--- config.mk ---
export PLATFORM = sky130hd
export DESIGN_NAME = ts_out_if
export DESIGN_NICKNAME = d
export VERILOG_FILES = /design/src/rtl/ts_out_if.sv
export SDC_FILE = /design/constraint.sdc
export NUM_CORES = 1
export LEC_CHECK = 0
export CAP_MARGIN = 20
export CORE_MARGIN = 3
export CORE_UTILIZATION = 45
export DETAILED_ROUTE_END_ITERATION = 10
export PLACE_DENSITY = 0.66
export SLEW_MARGIN = 5
export SYNTH_ARGS = -nofsm -noshare
export SYNTH_HDL_FRONTEND = slang
export SYNTH_SLANG_ARGS = --single-unit
--- constraint.sdc ---
create_clock -name clk -period 8.9 [get_ports clk]
set_input_delay 1.78 -clock clk [delete_from_list [all_inputs] [get_ports clk]]
set_output_delay 1.78 -clock clk [all_outputs]
set_load 0.05 [all_outputs]
--- src/rtl/ts_out_if.sv ---
// TS output interface: reads a block from the deinterleave buffer into a small FIFO and streams it
// on a valid/ready port. Optional TS sync checking is enabled by defining TS_OUT_IF_SYNC_CHECK_EN.
module ts_out_if #(
   parameter int FIFO_DEPTH   = 16,
   parameter int AFULL_MARGIN = 6
) (
   input  logic        clk,
   input  logic        reset_n,
   input  logic        ts_int,
   input  logic        ts_overflow,
   input  logic [16:0] blk_len,
   input  logic        ts_en_out,
   input  logic [7:0]  ts_dout,
   input  logic        ts_ready,
   output logic        ts_en_rd,
   output logic        ts_valid,
   output logic        ts_sync,
   output logic [7:0]  ts_data,
   output logic        blk_done,
   output logic        fifo_ovf,
   output logic        ts_err
);
   localparam int AW = $clog2(FIFO_DEPTH);
   typedef logic [AW-1:0] ptr_t;
   typedef logic [AW:0]   cnt_t;
   typedef enum logic [2:0] {IDLE = 3'b001, READ = 3'b010, DRAIN = 3'b100} state_t;

   localparam cnt_t        FULL_CNT  = cnt_t'(FIFO_DEPTH);
   localparam logic [16:0] FILL_MAX  = 17'(FIFO_DEPTH - AFULL_MARGIN);
   localparam logic [7:0]  SYNC_BYTE = 8'h47;
   localparam logic [7:0]  PKT_LAST  = 8'd187;

   state_t      state_r;
   logic [16:0] len_r, req_cnt_r, rcv_cnt_r;
   logic [7:0]  pkt_cnt_r;
   ptr_t        wr_ptr_r, rd_ptr_r;
   cnt_t        cnt_r;
   logic        en_rd_r, done_r, ovf_r;
   logic [7:0]  mem_r [FIFO_DEPTH];

   logic        empty_s, full_s, abort_s, start_s, push_evt_s, push_ok_s, drop_s;
   logic        valid_s, sync_s, pop_s, pkt_adv_s;
   logic [7:0]  head_s;
   cnt_t        cnt_nxt_s;
   logic [16:0] req_nxt_s, rcv_nxt_s, fill_s;

   assign head_s     = mem_r[rd_ptr_r];
   assign empty_s    = (cnt_r == cnt_t'(0));
   assign full_s     = (cnt_r == FULL_CNT);
   assign abort_s    = ts_overflow && (state_r != IDLE);
   assign start_s    = ts_int && (state_r == IDLE);
   assign push_evt_s = ts_en_out && (state_r != IDLE);
   // A full FIFO still accepts a byte when the head leaves in the same cycle
   assign push_ok_s  = push_evt_s && (!full_s || pop_s);
   assign drop_s     = push_evt_s && full_s && !pop_s;
   assign cnt_nxt_s  = cnt_r + cnt_t'(push_ok_s) - cnt_t'(pop_s);
   assign req_nxt_s  = req_cnt_r + 17'(en_rd_r);
   assign rcv_nxt_s  = rcv_cnt_r + 17'(push_evt_s);
   // Occupancy plus bytes still in flight, evaluated for the cycle the request would be issued
   assign fill_s     = 17'(cnt_nxt_s) + (req_nxt_s - rcv_nxt_s);

`ifdef TS_OUT_IF_SYNC_CHECK_EN
   logic hunt_r, err_r, head_ok_s, hunt_pop_s, sync_err_s;

   assign head_ok_s  = (head_s == SYNC_BYTE);
   assign valid_s    = !empty_s && !(hunt_r && !head_ok_s);
   assign hunt_pop_s = hunt_r && !empty_s && !head_ok_s;
   assign sync_err_s = valid_s && ts_ready && (pkt_cnt_r == 8'd0) && !head_ok_s;
   assign pop_s      = (valid_s && ts_ready) || hunt_pop_s;
   assign pkt_adv_s  = valid_s && ts_ready && !sync_err_s;
   assign sync_s     = valid_s && (pkt_cnt_r == 8'd0) && head_ok_s;
   assign ts_err     = err_r;

   // Sync hunt state and error pulse
   always_ff @(posedge clk or negedge reset_n) begin
      if (!reset_n) begin
         hunt_r <= 1'b0;
         err_r  <= 1'b0;
      end else if (abort_s || start_s) begin
         hunt_r <= 1'b0;
         err_r  <= 1'b0;
      end else begin
         err_r <= sync_err_s;
         if (sync_err_s)
            hunt_r <= 1'b1;
         else if (hunt_r && !empty_s && head_ok_s)
            hunt_r <= 1'b0;
         else
            hunt_r <= hunt_r;
      end
   end
`else
   assign valid_s   = !empty_s;
   assign pop_s     = valid_s && ts_ready;
   assign pkt_adv_s = pop_s;
   assign sync_s    = valid_s && (pkt_cnt_r == 8'd0);
   assign ts_err    = 1'b0;
`endif

   assign ts_en_rd = en_rd_r;
   assign ts_valid = valid_s;
   assign ts_sync  = sync_s;
   assign ts_data  = valid_s ? head_s : 8'h00;
   assign blk_done = done_r;
   assign fifo_ovf = ovf_r;

   // FIFO storage; contents need no reset because the pointers qualify them
   always_ff @(posedge clk) begin
      if (push_ok_s)
         mem_r[wr_ptr_r] <= ts_dout;
   end

   // Block FSM, read request, counters and FIFO pointers
   always_ff @(posedge clk or negedge reset_n) begin
      if (!reset_n) begin
         state_r   <= IDLE;
         len_r     <= 17'd0;
         req_cnt_r <= 17'd0;
         rcv_cnt_r <= 17'd0;
         pkt_cnt_r <= 8'd0;
         wr_ptr_r  <= ptr_t'(0);
         rd_ptr_r  <= ptr_t'(0);
         cnt_r     <= cnt_t'(0);
         en_rd_r   <= 1'b0;
         done_r    <= 1'b0;
         ovf_r     <= 1'b0;
      end else if (abort_s) begin
         state_r   <= IDLE;
         req_cnt_r <= 17'd0;
         rcv_cnt_r <= 17'd0;
         pkt_cnt_r <= 8'd0;
         wr_ptr_r  <= ptr_t'(0);
         rd_ptr_r  <= ptr_t'(0);
         cnt_r     <= cnt_t'(0);
         en_rd_r   <= 1'b0;
         done_r    <= 1'b0;
      end else begin
         done_r    <= 1'b0;
         en_rd_r   <= (state_r == READ) && (req_nxt_s < len_r) && (fill_s <= FILL_MAX);
         req_cnt_r <= req_nxt_s;
         rcv_cnt_r <= rcv_nxt_s;
         wr_ptr_r  <= wr_ptr_r + ptr_t'(push_ok_s);
         rd_ptr_r  <= rd_ptr_r + ptr_t'(pop_s);
         cnt_r     <= cnt_nxt_s;
         if (pkt_adv_s)
            pkt_cnt_r <= (pkt_cnt_r == PKT_LAST) ? 8'd0 : pkt_cnt_r + 8'd1;
         if (drop_s)
            ovf_r <= 1'b1;
         case (state_r)
            IDLE: begin
               if (ts_int) begin
                  state_r   <= READ;
                  len_r     <= blk_len;
                  req_cnt_r <= 17'd0;
                  rcv_cnt_r <= 17'd0;
                  pkt_cnt_r <= 8'd0;
                  ovf_r     <= 1'b0;
               end
            end
            READ: begin
               if (req_cnt_r == len_r)
                  state_r <= DRAIN;
            end
            DRAIN: begin
               if ((rcv_cnt_r == len_r) && empty_s) begin
                  state_r <= IDLE;
                  done_r  <= 1'b1;
               end
            end
            default: state_r <= IDLE;
         endcase
      end
   end
endmodule

# Yosys cells after proc, flatten, opt, wreduce, memory -nomap -nowiden
# Memories as Yosys holds them, arrays and structs flattened.
# Cells that the tools add are included.
[totals]
in_bits = 31
ram_bits = 128
wordCells = 82
ff_bits = 78
output_inout_bits = 14
memories = 1
[op_classes]
mux = 29
n_eq_ne = 11
n_bitwise = 1
reduce_logical = 18
order_cmp = 2
n_addsub = 9
[memory_table]
columns = ["name", "words", "width", "rd", "rd_ports_with_merged_regs", "write_ports", "line_no", "rtl"]
rows = [
  ["mem_r", 16, 8, 1, 0, 1, "39", "logic [7:0] mem_r [FIFO_DEPTH];"],
]
[ops]
columns = ["op", "count"]
rows = [
  ["17-bit 2-to-1 mux", 6],
  ["8-bit 2-to-1 mux", 6],
  ["17-bit by 1-bit adder with 17-bit output", 2],
  ["17-bit == test", 2],
  ["5-bit by 17-bit adder with 17-bit output", 1],
  ["17-bit by 4-bit less-or-equal comparator with 1-bit output (second input constant)", 1],
  ["17-bit less-than comparator", 1],
  ["17-bit subtractor", 1],
  ["3-bit 2-to-1 mux", 4],
  ["1-bit logical AND", 10],
  ["1-bit 2-to-1 mux", 9],
  ["3-bit case mux with 3 select lines", 1],
  ["4-bit by 1-bit adder with 4-bit output", 2],
  ["8-bit by 1-bit adder with 8-bit output (second input constant)", 1],
  ["8-bit == test (second input constant)", 1],
  ["8-bit zero test", 1],
  ["4-bit 2-to-1 mux", 2],
  ["3-bit inequality test (second input constant)", 2],
  ["3-bit AND reduction", 2],
  ["5-bit by 1-bit adder with 5-bit output", 1],
  ["5-bit == test (second input constant)", 1],
  ["5-bit zero test", 1],
  ["5-bit 2-to-1 mux", 1],
  ["5-bit by 1-bit subtractor with 5-bit output", 1],
  ["other kinds (8)", 10],
]

# Depth between registers and ports, before layout
[depth]
depth_word = 11
mapped_depth = 24
ltp_nobuf = 23

# Worst setup path before layout
# Ideal clock, no wire load.
[synth_path]
kind = "input port to flip-flop"
from = "in ts_ready"
to = "reg en_rd_r, in the netlist ts_en_rd"
t_arrival_ps = 5575
cell_stages = 21
path_slack_ps = 3230
cell_sequence = "and2_1 > clkbuf_1 > ha_1 > inv_1 > ha_1 > fa_1 > a21oi_1 > nor2_1 > nor2_1 > xnor2_1 > fa_1 > inv_1 > ha_1 > a21oi_1 > o221ai_1 > a2111oi_2 > nand4_1 > nor4_2 > nand3_1 > a2111o_1 > nor4_2"
[synth_between]
elab_chain_len = 9
[synth_rtl]
columns = ["element", "line_no", "rtl"]
rows = [
  ["start: declaration", "14", "input logic ts_ready,"],
  ["1-bit logical AND (*)", "94", "assign pop_s = valid_s && ts_ready;"],
  ["1-bit logical OR", "54", "assign push_ok_s = push_evt_s && (!full_s || pop_s);"],
  ["1-bit logical AND", "54", ""],
  ["5-bit by 1-bit adder with 5-bit output", "56", "assign cnt_nxt_s = cnt_r + cnt_t'(push_ok_s) - cnt_t'(pop_s);"],
  ["5-bit by 1-bit subtractor with 5-bit output (*)", "56", ""],
  ["5-bit by 17-bit adder with 17-bit output (*)", "60", "assign fill_s = 17'(cnt_nxt_s) + (req_nxt_s - rcv_nxt_s);"],
  ["17-bit by 4-bit less-or-equal comparator with 1-bit output (*)", "139", "en_rd_r <= (state_r == READ) && (req_nxt_s < len_r) && (fill_s <= FILL_MAX);"],
  ["1-bit logical AND (*)", "139", ""],
  ["1-bit 2-to-1 mux (*)", "127", "end else if (abort_s) begin"],
  ["end signal: assignment", "139", ""],
  ["end: declaration", "38", "logic en_rd_r, done_r, ovf_r;"],
]
# Every way passes the cells marked *; elsewhere a longest branch is shown, timed or not.
# A chain may end at the register's enable or synchronous reset.

# Worst setup path after layout
[layout_path]
from = "in ts_en_out"
to = "reg en_rd_r, in the netlist ts_en_rd"
[layout_between]
elab_chain_len = 8
elab_cells_between_ends = 10
classes_between = "5 x add/sub; 1 x order compare; 1 x mux; 3 x reduce/logical"
[layout_rtl]
columns = ["element", "line_no", "rtl"]
rows = [
  ["start: declaration", "12", "input logic ts_en_out,"],
  ["1-bit logical AND (*)", "52", "assign push_evt_s = ts_en_out && (state_r != IDLE);"],
  ["parallel branches: the longest is 3 deep, another holds 17-bit by 1-bit adder with 17-bit output", "-", ""],
  ["5-bit by 17-bit adder with 17-bit output (*)", "60", ""],
  ["17-bit by 4-bit less-or-equal comparator with 1-bit output (*)", "139", ""],
  ["1-bit logical AND (*)", "139", ""],
  ["1-bit 2-to-1 mux (*)", "127", ""],
]
# Every way passes the cells marked *.

==> metrics.md <==
| Metric | Value |
|---|---|
| Outcome | completed |
| Placed Area | 11160 um^2 |
| Filler instances | between 1500 and 2000 |
| GP Congestion | roughly 0.9 |
| Die ar. | 25000 um^2 |
| Netlist cell types | 61 |
| Area contributors post-synth | edfxtp_1 (37%), dfrtp_1 (19%), mux4_2 (8.7%), ha_1 (7.2%), xor2_1 (4.2%) |
| Post-synth EDFFs | 128 |
| CP peak stage delay | ~0.52 ns |
| Sequential share of the synthesized area | 55.67% |
| Ys async rst share | between 30% and 40% |
| Synth top area share | 36.91% |
| Num CTS Buffers | 22 |
| Layout cell share with drive strength beyond 1 | roughly a tenth |
| Post-Route WL | 23860 um |
| Vias in the first global route | 6392 |
| Worst Tran Pin Value | between 0.8 and 0.9 ns |
| Final setup margin | 2.855 ns |
| Diode count | 0 |
| R2R setup slack | ~3.4 ns |
| Post-place setup slack | 2.340 ns |
| Core Region | 22710 um^2 |
| Initial Utilization | approximately 46% |
| # IOs | 45 |
| First-pass GRT wire length | between 30000 and 40000 um |
| CTS tree | yes |
| Most frequent CP cell | ha_1 |
| Setup crit end | ts_en_rd |
| Buffers and inverters on the worst path | 3 |
| Crit path cell chain | clkdlybuf4s50_1, and2_1, nand2_1, ha_1, inv_1, ha_1, fa_1, a21oi_1, nor2_1, nor2_1, xnor2_1, fa_1, inv_1, ha_1, a2111oi_0, o21ai_1, a41oi_1, o21ai_1, nand2_1, a31oi_1, xor2_1, nor4_2 |
| Die height | about 160 um |
| Crit path time final | 6.045 ns |
| Peak Freq | 165.4 MHz |
| Post-CTS setup buffer count | 0 |
| PD cells | 338.4 nW/um^2 |
| H-tree depth | 1 |
| Crit Path Max Fanout | 7 |
| Drt via density | 5.578 |
| Worst-path clk slew | 0.06 ns |
| Overflow after GRT | 0 |
| Setup TNS | 0 ns |
| Area Overhead vs Synth | 14.95% |
| Initial antenna violation count | 0 |
| Origin of the worst setup path | ts_en_out |
| RR Endpoint | ts_en_rd |
| Fin nets | 954 |
| Final worst path period share | just under 70% |
| Leak | 4.764 nW |
| Syn_nets | 903 |
| Yosys reg bits | 206 |
| Critical Path AT | ~6.5 ns |
| Prevailing post-synth register cell | edfxtp_1 |
| Avg Cell Area, Syn | 12.92 um^2 |
| Reg area | about 5800 um^2 |
| DR WL/cell | approximately 21 um |
| Final setup violation count | 0 |
| Total GRT Usage | 19.52% |
| Fin. Hold Viols | 0 |
| Worst slew margin | about two fifths |
| Root Buffer Master | clkbuf_16 |
| CTS Sinks | 206 |
| Antenna-violating nets left | 0 |
| Drt first pass iters | 5 |
| Crit path kind | input pin to register |
| Multi-input logic area | ~4300 um^2 |
| # hold bufs at CTS | 0 |
| Dpl hpwl | 17020 um |
| Worst r2r path cells | 23 |
| Max-slew violations | 0 |
| Worst setup EP type | register |
| Synthesized instance count | between 800 and 900 |
| CTS max path bufs | 3 |
| CP required | 9.31 ns |
| DR iter-0 viols | 504 |
| Number of remaining DRC errors | 0 |
| Max Cap Viol | 0 |
| Clock skew | 0.02135 ns |
| Vias | 6459 |
| Fin area | between 10000 and 15000 um^2 |
| Post-synth top area cell | edfxtp_1 |
| Reg2reg start | cnt_r[2] |
| Ys Warns | 0 |
| Stages on worst setup path | 22 |
| Crit path max-delay family | adder cells |
| RSZ-0062 raised after global routing | no |
| Width of the die | 158.1 um |
| Largest net degree at the start of global routing | between 70 and 80 |
| Worst-Skew Late Latency | 0.52 ns |
| Crit start category | input pin |
| Largest vdd supply drop | ~0.00017 V |
| Number of port buffers | 43 |
| # rows | 55 |
| Synthesized area | 10410 um^2 |
| Critical path's slowest cell | fa_1 |
| CTS resizes | 0 |
| Worst hold path class | register to register |
==> tightest hold or removal path: cells and delay by family (launching register included) <==
kind	cells	cell delay, ns
flops	1	0.35
simple gates	2	0.12
==> flip-flops by register name (all words and copies together) (netlist names), 3 cells and up <==
name	count
cnt_r	5
rcv_cnt_r	17
pkt_cnt_r	8
len_r	17
state_r	3
mem_r	128
rd_ptr_r	4
wr_ptr_r	4
req_cnt_r	17
==> metal layers <==
metal | global-route usage, % | vias up | share of wire [%]
met4 | 4.547 | 0 | 1.7
met2 | 27.77 | 149 | 43
li1 | - | 3036 | -
met3 | 3.362 | 27 | 5.8
met5 | 0 | - | 0
met1 | 31.24 | 3247 | 49
==> synthesized netlist by cell type, drive strengths merged, types with 3 or more instances <==
master   instances
a2111oi          4
a21o             4
a21oi           25
and2            28
and3             9
and4             3
buf              7
clkbuf          19
dfrtp           77
edfxtp         128
fa               6
ha              60
inv             48
mux4            40
nand2           38
nand2b           7
nand3           24
nand4           10
nor2            83
nor2b           10
nor3            15
nor4            10
o21ai           23
or2              3
xnor2           35
xor2            50
==> worst min path at each step <==
stage,start,endpoint,slack [ns],cells after the start
3_3_place_gp,fifo_ovf,fifo_ovf,0.52,2
2_1_floorplan,pkt_cnt_r[5],pkt_cnt_r[5],0.52,2
4_1_cts,fifo_ovf,fifo_ovf,0.52,2
5_1_grt,fifo_ovf,fifo_ovf,0.58,2
6_report,fifo_ovf,fifo_ovf,0.52,2
3_5_place_dp,fifo_ovf,fifo_ovf,0.51,2
==> stage by stage <==
step / power, mW / util, % / hold WS (ns) / cells
after global routing: 4.313 / 52.71 / 0.5816 / 1158
after CTS: 4.064 / 52.54 / 0.5207 / 1156
after global placement: 3.050 / 49.12 / 0.5211 / 1116
after detailed placement: 3.067 / 49.12 / 0.5071 / 1116
after floorplan: 2.603 / - / 0.5192 / 806
final: 4.051 / 52.71 / 0.5158 / 1158
==> kinds of logic (layout without fill, tap and decap cells) <==
logic type	count (synthesis)	after routing	synth area share, %
simple gates	251	251	12.12
flops	206	206	55.67
xor+xnor	85	85	7.149
compound gates	80	80	4.962
buf+inv	74	141	2.751
fa+ha+maj	66	66	8.362
mux	43	43	8.951
other cells	1	1	0.03601
==> area by class of cell <==
type / instances / area share (%)
flip-flops and latches: 206 / 48.44
inverters: 48 / 1.505
clock buffers: 29 / 4.902
well taps: 285 / 2.979
clock inverters: 11 / 1.578
multi-input cells: 526 / 36.20
repair buffers: 53 / 4.401
==> layout by cell type, fill, tap and decap left out, drive strengths merged, types with 3 or more instances in the layout <==
cell type | netlist | final
o21ai | 23 | 23
buf | 7 | 11
nand4 | 10 | 10
a21o | 4 | 4
nand2b | 7 | 7
clkinv | 0 | 6
nand3 | 24 | 24
a21oi | 25 | 25
dfrtp | 77 | 77
nor3 | 15 | 15
clkdlybuf4s50 | 0 | 42
nand2 | 38 | 38
edfxtp | 128 | 128
and3 | 9 | 9
nor4 | 10 | 10
and2 | 28 | 28
a2111oi | 4 | 4
fa | 6 | 6
bufinv | 0 | 5
nor2b | 10 | 10
mux4 | 40 | 40
inv | 48 | 48
and4 | 3 | 3
or2 | 3 | 3
ha | 60 | 60
nor2 | 83 | 83
clkbuf | 19 | 29
xnor2 | 35 | 35
xor2 | 50 | 50
==> power breakdown <==
group	internal (mW)	switching [mW]	total [mW]
Sequential	1.11	0.0941	1.20
Clock	0.610	0.370	0.980
Combinational	0.792	1.08	1.87
No activity file was read; power rests on OpenSTA's default activity.
==> patch, RTL diff (same settings) <==
`FIFO_DEPTH`: 16 -> 32.
--- a/src/rtl/ts_out_if.sv
+++ b/src/rtl/ts_out_if.sv
@@ -1,7 +1,7 @@
 // TS output interface: reads a block from the deinterleave buffer into a small FIFO and streams it
 // on a valid/ready port. Optional TS sync checking is enabled by defining TS_OUT_IF_SYNC_CHECK_EN.
 module ts_out_if #(
-   parameter int FIFO_DEPTH   = 16,
+   parameter int FIFO_DEPTH   = 32,
    parameter int AFULL_MARGIN = 6
 ) (
    input  logic        clk,
Behaviour: same outputs for any inputs over 4 cycles, from zero or initial values and one cycle with reset_n low; that may be too few to reach the edited logic, so the function may still have changed.
==> patch against the unedited design <==
  * Combinational power rose by 25%
  * Die area is 49% higher
  * Design area is 49% higher
  * Clock skew fell by 0.0046 ns
  * Area after synthesis rose by 51%
  * Sequential cell count up 131
  * Total power up 42%
  * Wire length rose by 52%
  * Sequential share of layout area is 6.2 points higher
  * Register-to-register slack got worse by 0.87 ns
  * Sequential power is 63% higher
  * Via count rose by 46%
  * Setup slack lost 0.48 ns
  * Critical path type unchanged
==> patch: results (changes against the unedited design) <==
Status: finished, final reports clean
Post-CTS setup-driven buffer insertion count: 0 (unchanged)
Port Buffers: 43 (unchanged)
Async set-reset flop share out of synthesis: 0.240 (-0.138)
CP arrival: 6.95 ns (+0.49 ns)
Synth cell count leaders: edfxtp_1 (256), nor2_1 (136), dfrtp_1 (80), mux2i_1 (65)
Number of synthesized flops with an enable pin: 256 (+100%)
Post-DP HPWL: 24,100 um (+42%)
CTS clk-pin slew, worst paths: 0.06 ns (about the same)
Non-filler cells, final: 1,700 (+47%)
Sequential share of the synthesized area: 0.619 (+0.0623)
Netlist cell types: 59 (-3.3%)
Most flop-heavy register: mem_r
Post-route DRC violation count: 0 (unchanged)
First-pass GRT wire length: 56,400 um (+52%)
Diode count: 0 (unchanged)
Worst Hold Class: reg2reg
CP Max Fanout: 5 (-2)
Syn Nets: 1,273 (+41%)
Initial antenna violation count: 0 (unchanged)
Dpl cells: 1,635 (+47%)
TritonCTS buffer count: 38 (+73%)
Layout cell share with drive strength beyond 1: 0.0887 (-0.0167)
Clock latency on the worst-skew pair: 0.52 ns (about the same)
CTS resizes: 0 (unchanged)
1st-iter DRT viols: 781 (+55%)
Max reg flops: 256 (+100%)
Largest net degree at the start of global routing: 68 (-13%)
DR vias/cell: 5.55 (-0.43%)
Worst slew pin tran: 1.03 ns (+0.149 ns)
CTS Root Cell: clkbuf_16
Top cells by area, synth: edfxtp_1 (49%), dfrtp_1 (13%), ha_1 (4.9%)
Number of global-route vias before repair: 9,577 (+50%)
Cell leakage power: 6.69 nW (+40%)
First-pass DRT Iterations: 5 (unchanged)
Synth Instances: 1,173 (+46%)
Maximum root-to-sink buffer count: 3 (unchanged)
Placer Congestion: 0.886 (-3.1%)
Synth warnings: 0 (unchanged)
WL per Instance: 21.3 um (+3.5%)
H-tree Lvls: 2 (+1)
Peak VDD IR: 342 uV (+99%)
Post-Route Skew: 0.0168 ns (-0.00459 ns)
Main synth FF type: edfxtp_1
Total Routing Usage GR: 0.200 (+0.00527)
Fill cell count: 2,835 (+46%)
==> patch: changes by cell type after synthesis, moves of 15 or more <==
| cell | change |
|---|---|
| edfxtp_1 | +128 |
| mux2i_1 | +63 |
| nand2_1 | +24 |
| nor2_1 | +53 |
| o21ai_0 | +21 |
| o221ai_1 | +15 |
| o22ai_1 | +15 |
==> patch: kinds of logic after synthesis <==
family	synth area share
flops	0.619
simple gates	0.0965
compound gates	0.0615
buf+inv	0.0256
mux	0.0881
xor+xnor	0.0508
fa+ha+maj	0.0583
other cells	0.000239
==> patch: worst paths after layout <==
kind | from | endpoint | slack, ns | depth (start not counted)
min in group asynchronous | reset_n | len_r[5] | 1.11 | 1
max in group asynchronous | reset_n | rd_ptr_r[0] | 6.58 | 2
worst max-delay path | ts_ready | ts_en_rd | 2.37 | 23
worst min-delay path | state_r[1] | blk_done | 0.48 | 1
worst min register to register | state_r[1] | blk_done | 0.48 | 1
worst max register to register | cnt_r[3] | ts_en_rd | 2.54 | 26
==> patch: routing by layer <==
metal,part of all wire,global-route usage
met5,0,0
met1,0.42,0.270
met3,0.058,0.0287
met2,0.50,0.342
met4,0.024,0.0546
==> patch: layout make-up <==
type	count	share of cell area
Timing Repair Buffer	61	0.0323
Inverter	56	0.0118
Clock inverter	16	0.00801
Multi-Input combinational cell	733	0.313
Tap cell	448	0.0315
Sequential cell	337	0.546
Clock buffer	49	0.0569
==> patch: critical path, stage by stage <==
cell and delay (ns):
clkdlybuf4s50_1 0.53, nand2_1 0.15, nand3_1 0.14, nand2_1 0.11, ha_1 0.29, inv_1 0.03
ha_1 0.19, fa_1 0.41, a21oi_1 0.18, nor2_1 0.06, nor2_1 0.12, xor2_1 0.26
fa_1 0.46, inv_1 0.07, ha_1 0.29, nand3_1 0.15, nor4_1 0.07, o32ai_1 0.37
nor2_1 0.10, o21a_1 0.20, a2111o_1 0.39, a2111o_1 0.37, nor4_1 0.23
==> patch: metrics by stage <==
stage | cell area, um^2 | setup slack [ns]
finish | 17800 | 2.37
floorplan | 15700 | 2.91
global route | 17800 | 2.02
CTS | 17800 | 2.38
global placement | 16600 | 2.01
detailed placement | 16600 | 1.88
==> patch: power breakdown <==
group / switching, mW / internal (mW)
clock: 0.619 / 0.839
combinational: 1.35 / 0.985
sequential: 0.162 / 1.79
total: 2.13 / 3.61
